[src/rtl/abh_if.sv]
// abh_if: high-byte address stage signal bundle between sequencer/ALU side and abh
interface abh_if;
    logic       CI;
    logic       pcl_co;
    logic [7:0] DB;
    logic       branch;
    logic [3:0] op;
    logic       ld_ahh;
    logic       ld_pc;
    logic       stall;
    logic [7:0] ADH;
    logic [7:0] ABH;
    logic [7:0] PCH;
    logic [7:0] AHH;
    modport master (
        output CI, pcl_co, DB, branch, op, ld_ahh, ld_pc,
        input  stall, ADH, ABH, PCH, AHH
    );
    modport slave (
        input  CI, pcl_co, DB, branch, op, ld_ahh, ld_pc,
        output stall, ADH, ABH, PCH, AHH
    );
endinterface

[src/rtl/abh.sv]
// abh: 65C02 address-bus high byte with PCH/AHH holding and page-cross fixup
module abh (
    input logic  clk,
    input logic  RST,
    abh_if.slave bus
);
    typedef enum logic {IDLE, FIX} state_t;
    state_t     state;
    logic [7:0] abh_q, pch_q, ahh_q, adh, ci8, off;
    logic       fix;
    assign ci8 = {7'b0, bus.CI};
    assign off = bus.branch ? {8{bus.DB[7]}} : 8'h00;
    assign fix = state == IDLE && bus.op == 4'b1101 && bus.CI;
    // High-address source select; a crossing first emits the uncorrected AHH, then ABH+1
    always_comb begin
        adh = 8'h00;
        case (bus.op[2:0])
            3'b000:  adh = 8'h00;
            3'b001:  adh = 8'h01;
            3'b010:  adh = 8'hFF;
            3'b011:  adh = pch_q + ci8;
            3'b100:  adh = bus.DB + ci8;
            3'b101:  adh = fix ? ahh_q : ahh_q + ci8;
            3'b110:  adh = abh_q + ci8;
            default: adh = abh_q + off + ci8;
        endcase
        if (state == FIX) adh = abh_q + 8'h01;
    end
    // Address, PC high, operand high registers and the fixup state
    always_ff @(posedge clk) begin
        if (RST) begin
            state <= IDLE;
            abh_q <= 8'h00;
            pch_q <= 8'h00;
            ahh_q <= 8'h00;
        end else begin
            state <= fix ? FIX : IDLE;
            abh_q <= adh;
            if (bus.ld_pc) pch_q <= abh_q + {7'b0, bus.pcl_co};
            if (bus.ld_ahh) ahh_q <= bus.DB;
        end
    end
    assign bus.stall = fix;
    assign bus.ADH   = adh;
    assign bus.ABH   = abh_q;
    assign bus.PCH   = pch_q;
    assign bus.AHH   = ahh_q;
endmodule

[src/flat_wrapper.sv]
// flat-port wrapper written by rule: the top's interface ports become plain ports
module abh_flat 
  (clk, RST, bus_CI, bus_pcl_co, bus_DB, bus_branch, bus_op, bus_ld_ahh, bus_ld_pc, bus_stall, bus_ADH, bus_ABH, bus_PCH, bus_AHH);
  abh_if bus_i ();
  input logic clk;
  input logic RST;
  input wire logic [$bits(bus_i.CI)-1:0] bus_CI;
  input wire logic [$bits(bus_i.pcl_co)-1:0] bus_pcl_co;
  input wire logic [$bits(bus_i.DB)-1:0] bus_DB;
  input wire logic [$bits(bus_i.branch)-1:0] bus_branch;
  input wire logic [$bits(bus_i.op)-1:0] bus_op;
  input wire logic [$bits(bus_i.ld_ahh)-1:0] bus_ld_ahh;
  input wire logic [$bits(bus_i.ld_pc)-1:0] bus_ld_pc;
  output wire logic [$bits(bus_i.stall)-1:0] bus_stall;
  output wire logic [$bits(bus_i.ADH)-1:0] bus_ADH;
  output wire logic [$bits(bus_i.ABH)-1:0] bus_ABH;
  output wire logic [$bits(bus_i.PCH)-1:0] bus_PCH;
  output wire logic [$bits(bus_i.AHH)-1:0] bus_AHH;
  assign bus_i.CI = bus_CI;
  assign bus_i.pcl_co = bus_pcl_co;
  assign bus_i.DB = bus_DB;
  assign bus_i.branch = bus_branch;
  assign bus_i.op = bus_op;
  assign bus_i.ld_ahh = bus_ld_ahh;
  assign bus_i.ld_pc = bus_ld_pc;
  assign bus_stall = bus_i.stall;
  assign bus_ADH = bus_i.ADH;
  assign bus_ABH = bus_i.ABH;
  assign bus_PCH = bus_i.PCH;
  assign bus_AHH = bus_i.AHH;
  abh u_core (.clk(clk), .RST(RST), .bus(bus_i));
endmodule
[config.mk]
export PLATFORM = sky130hd
export DESIGN_NAME = abh_flat
export DESIGN_NICKNAME = d
export VERILOG_FILES = /design/src/rtl/abh_if.sv /design/src/rtl/abh.sv /design/src/flat_wrapper.sv
export SDC_FILE = /design/constraint.sdc
export NUM_CORES = 1
export LEC_CHECK = 0
export CAP_MARGIN = 20
export CORE_MARGIN = 2
export CORE_UTILIZATION = 56
export CTS_BUF_LIST = sky130_fd_sc_hd__clkbuf_8
export CTS_CLUSTER_DIAMETER = 30
export DETAILED_ROUTE_END_ITERATION = 8
export GPL_ROUTABILITY_DRIVEN = 1
export PLACE_DENSITY = 0.84
export SYNTH_ARGS = -nofsm -noshare
export SYNTH_HDL_FRONTEND = slang
export SYNTH_SLANG_ARGS = --single-unit
[constraint.sdc]
create_clock -name clk -period 6.9 [get_ports clk]
set_input_delay 1.38 -clock clk [delete_from_list [all_inputs] [get_ports clk]]
set_output_delay 1.38 -clock clk [all_outputs]
set_load 0.02 [all_outputs]
==> impl_metrics.yaml <==
outcome:
  status: "finished clean"
cts:
  cts_root_buf: "clkbuf_8"
  ctsHtreeMaxLevel: 1
  clkTransAtPathRegs_ns: 0.09
  cts_resized: 0
  clockBufferDepth: 2
  clk_latency_ns: 0.27
  cts_setup_buffers: 0
  cts_sinks: 25
  cts_tree: "yes"
  cts_hold_repair.buffers: 0
  cts_buffers: 3
synthesis:
  yosys_warnings: 0
  synth_edf_count: 0
  synth_nets: 306
  synthesis.area_mm2: 0.00225
  synthesis.instances: 272
  synth_top_flop_cell: "dfxtp_1"
  synth-seq-cells: 25
  synth.distinct_cells: 60
  ys_seq_area_share_pct: 22.2
  async_flop_share_pct: 0
  syn_avg_cell_area_um2: 8.28
sta:
  setup_viol: 0
  max_freq_mhz: 163
  rsz0062_at_grt: "no"
  hold_viol: 0
  setup_tns_ns: 0
  whs_ns: 0.509
  fin_crit_ns: 6.12
  clock_skew_ns: 0.000553
  fin_crit_sh_pct: 88.7
  drv_slew: 0
  tightest_slew_ns: 0.982
  max_slew_margin_pct: 34.3
floorplan:
  rows: 23
  core_mm2: 0.00394
  start_util_pct: 57.1
  fp.dieW_um: 67.4
  die_area_mm2: 0.00454
  ios: 52
  die_y_um: 67.4
final_layout:
  antenna_cells: 0
  layout_common_cells: "51 x clkdlybuf4s50_1, 28 x nor2_1, 25 x dfxtp_1, 16 x mux2i_1, 14 x a21oi_1"
  drive_gt1_share_pct: 6.75
  fill_cells: 323
  nets: 346
  final_core_utilization_pct: 70.3
  layout_commonest_cell: "clkdlybuf4s50_1"
  area_delta_synth_final_pct: 23.1
worst_setup_path:
  arrival_ns: 4.74
  crit_fanout: 15
  crit_required_ns: 5.52
  endpoint_kind: "output port"
  worstSetupStartpointType: "input pin"
  cp_slowest_cell: "clkdlybuf4s50_1"
  reg2reg_depth: 9
  crit_path_frequent_cell: "o21ai_0"
  slowest_delay_ns: 0.80
  critical_path_class: "input pin to output port"
  cp_cell_sequence: "clkdlybuf4s50_1 -> nor2b_2 -> mux2_2 -> ha_1 -> o21ai_0 -> a21oi_1 -> o21ai_0 -> o21ai_0 -> clkdlybuf4s50_1"
global_route:
  overflow: 0
  grt_max_degree: 26
  track_usage_pct: 28.1
  grt_pass1_vias: 2013
  grt_pass1_wl_mm: 9.63
  antenna_found_initial: 0
routing:
  wl_met3_um: 418
  drtIter0Drc: 104
  drtAntennaViolNets: 0
  routed_wl_mm: 6.12
  drt_first_pass_iters: 4
  viasPerCell: 6.17
  wl_met2_mm: 2.86
  wl_met1_mm: 2.73
  drc: 0
  top_layer: "met4"
  num_vias: 2227
  wl_per_cell_um: 17.0
flow_run:
  cap_violations: 0
power:
  ir_worst_vdd_mv: 0.0982
  finalPower_w: 0.000431
  power_density_mw_per_mm2: 156
  p_leak_nw: 1.08
place:
  gp_congestion: 0.933
  hpwlAfterDp_mm: 4.55
  numPortBuffers: 51
hold_path:
  hold_path_class: "flip-flop to flip-flop"
  hold_depth: 2
==> cell families after synthesis <==
kind of cell | count (synthesis) | synth area share (%)
compound gates | 63 | 19.7
simple gates | 102 | 24.3
flops | 25 | 22.2
mux | 26 | 12.3
fa+ha+maj | 15 | 9.00
xor+xnor | 18 | 7.00
buf+inv | 23 | 5.50
==> cell type report <==
type	instances	area [um^2]	share of cell area [%]
multi-input cells	224	1630	58.7
repair buffers	51	510	18.4
flip-flops and latches	25	500	18.1
well taps	50	62.6	2.26
clock buffers	3	41.3	1.49
inverters	7	26.3	0.948
clock inverters	1	3.75	0.135
==> sequential cells by signal, indices dropped and copies added (netlist names) <==
register        count
u_core.bus.ABH      8
u_core.bus.AHH      8
u_core.bus.PCH      8
u_core.state        1
==> report_power, final <==
group          internal, W  switching (W)
Clock            0.0000400      0.0000502
Combinational    0.0000817      0.0000857
Sequential        0.000154      0.0000192
Total             0.000276       0.000155
==> metrics by stage <==
step	setup slack (ns)	std cells	cell area (um^2)
global placement	0.910	357	2730
CTS	0.854	361	2770
floorplan	2.19	272	2250
global route	0.560	361	2770
finish	0.777	361	2770
detailed placement	0.864	357	2730
==> Yosys cell counts (all sizes together) (4+ instances only) <==
master / n / area share [%]
nor2: 28 / 4.7
dfxtp: 25 / 22
mux2i: 16 / 7.1
a21oi: 14 / 3.1
ha: 13 / 7.2
nand2: 13 / 2.2
buf: 11 / 3.5
nand3: 11 / 2.4
o21ai: 11 / 2.4
xnor2: 11 / 4.3
mux2: 10 / 5.2
a211oi: 7 / 2.6
inv: 7 / 1.2
nand4: 7 / 1.9
nor2b: 7 / 2.1
xor2: 7 / 2.7
nor3: 6 / 1.3
a31oi: 5 / 1.4
clkbuf: 5 / 0.83
or3: 5 / 1.4
a311oi: 4 / 1.8
and3: 4 / 1.1
==> worst max-delay path, delay by kind of cell <==
family / cells / cell delay, ns
adder cells (fa/ha/maj): 1 / 0.32
buffers and inverters: 2 / 1.45
AO/OA/AOI/OAI: 4 / 0.59
multiplexers: 1 / 0.42
AND/OR/NAND/NOR: 1 / 0.58
==> path summary, 6_finish.rpt <==
check                                               startpoint                        endpoint  slack, ns
worst max register to register    u_core.bus.ABH[0]$_SDFF_PP0_    u_core.bus.ABH[1]$_SDFF_PP0_       4.54
worst max-delay path                                 bus_op[2]                      bus_ADH[1]       0.78
worst min register to register  u_core.bus.PCH[4]$_SDFFE_PP0P_  u_core.bus.PCH[4]$_SDFFE_PP0P_       0.51
worst min-delay path            u_core.bus.PCH[4]$_SDFFE_PP0P_  u_core.bus.PCH[4]$_SDFFE_PP0P_       0.51
==> layer usage <==
layer | GRT usage [%] | vias up
met2 | 46.5 | 82
li1 | - | 1091
met5 | 0 | -
met1 | 38.1 | 1043
met4 | 8.93 | 0
met3 | 3.50 | 11
No activity file was read; power rests on OpenSTA's default activity.
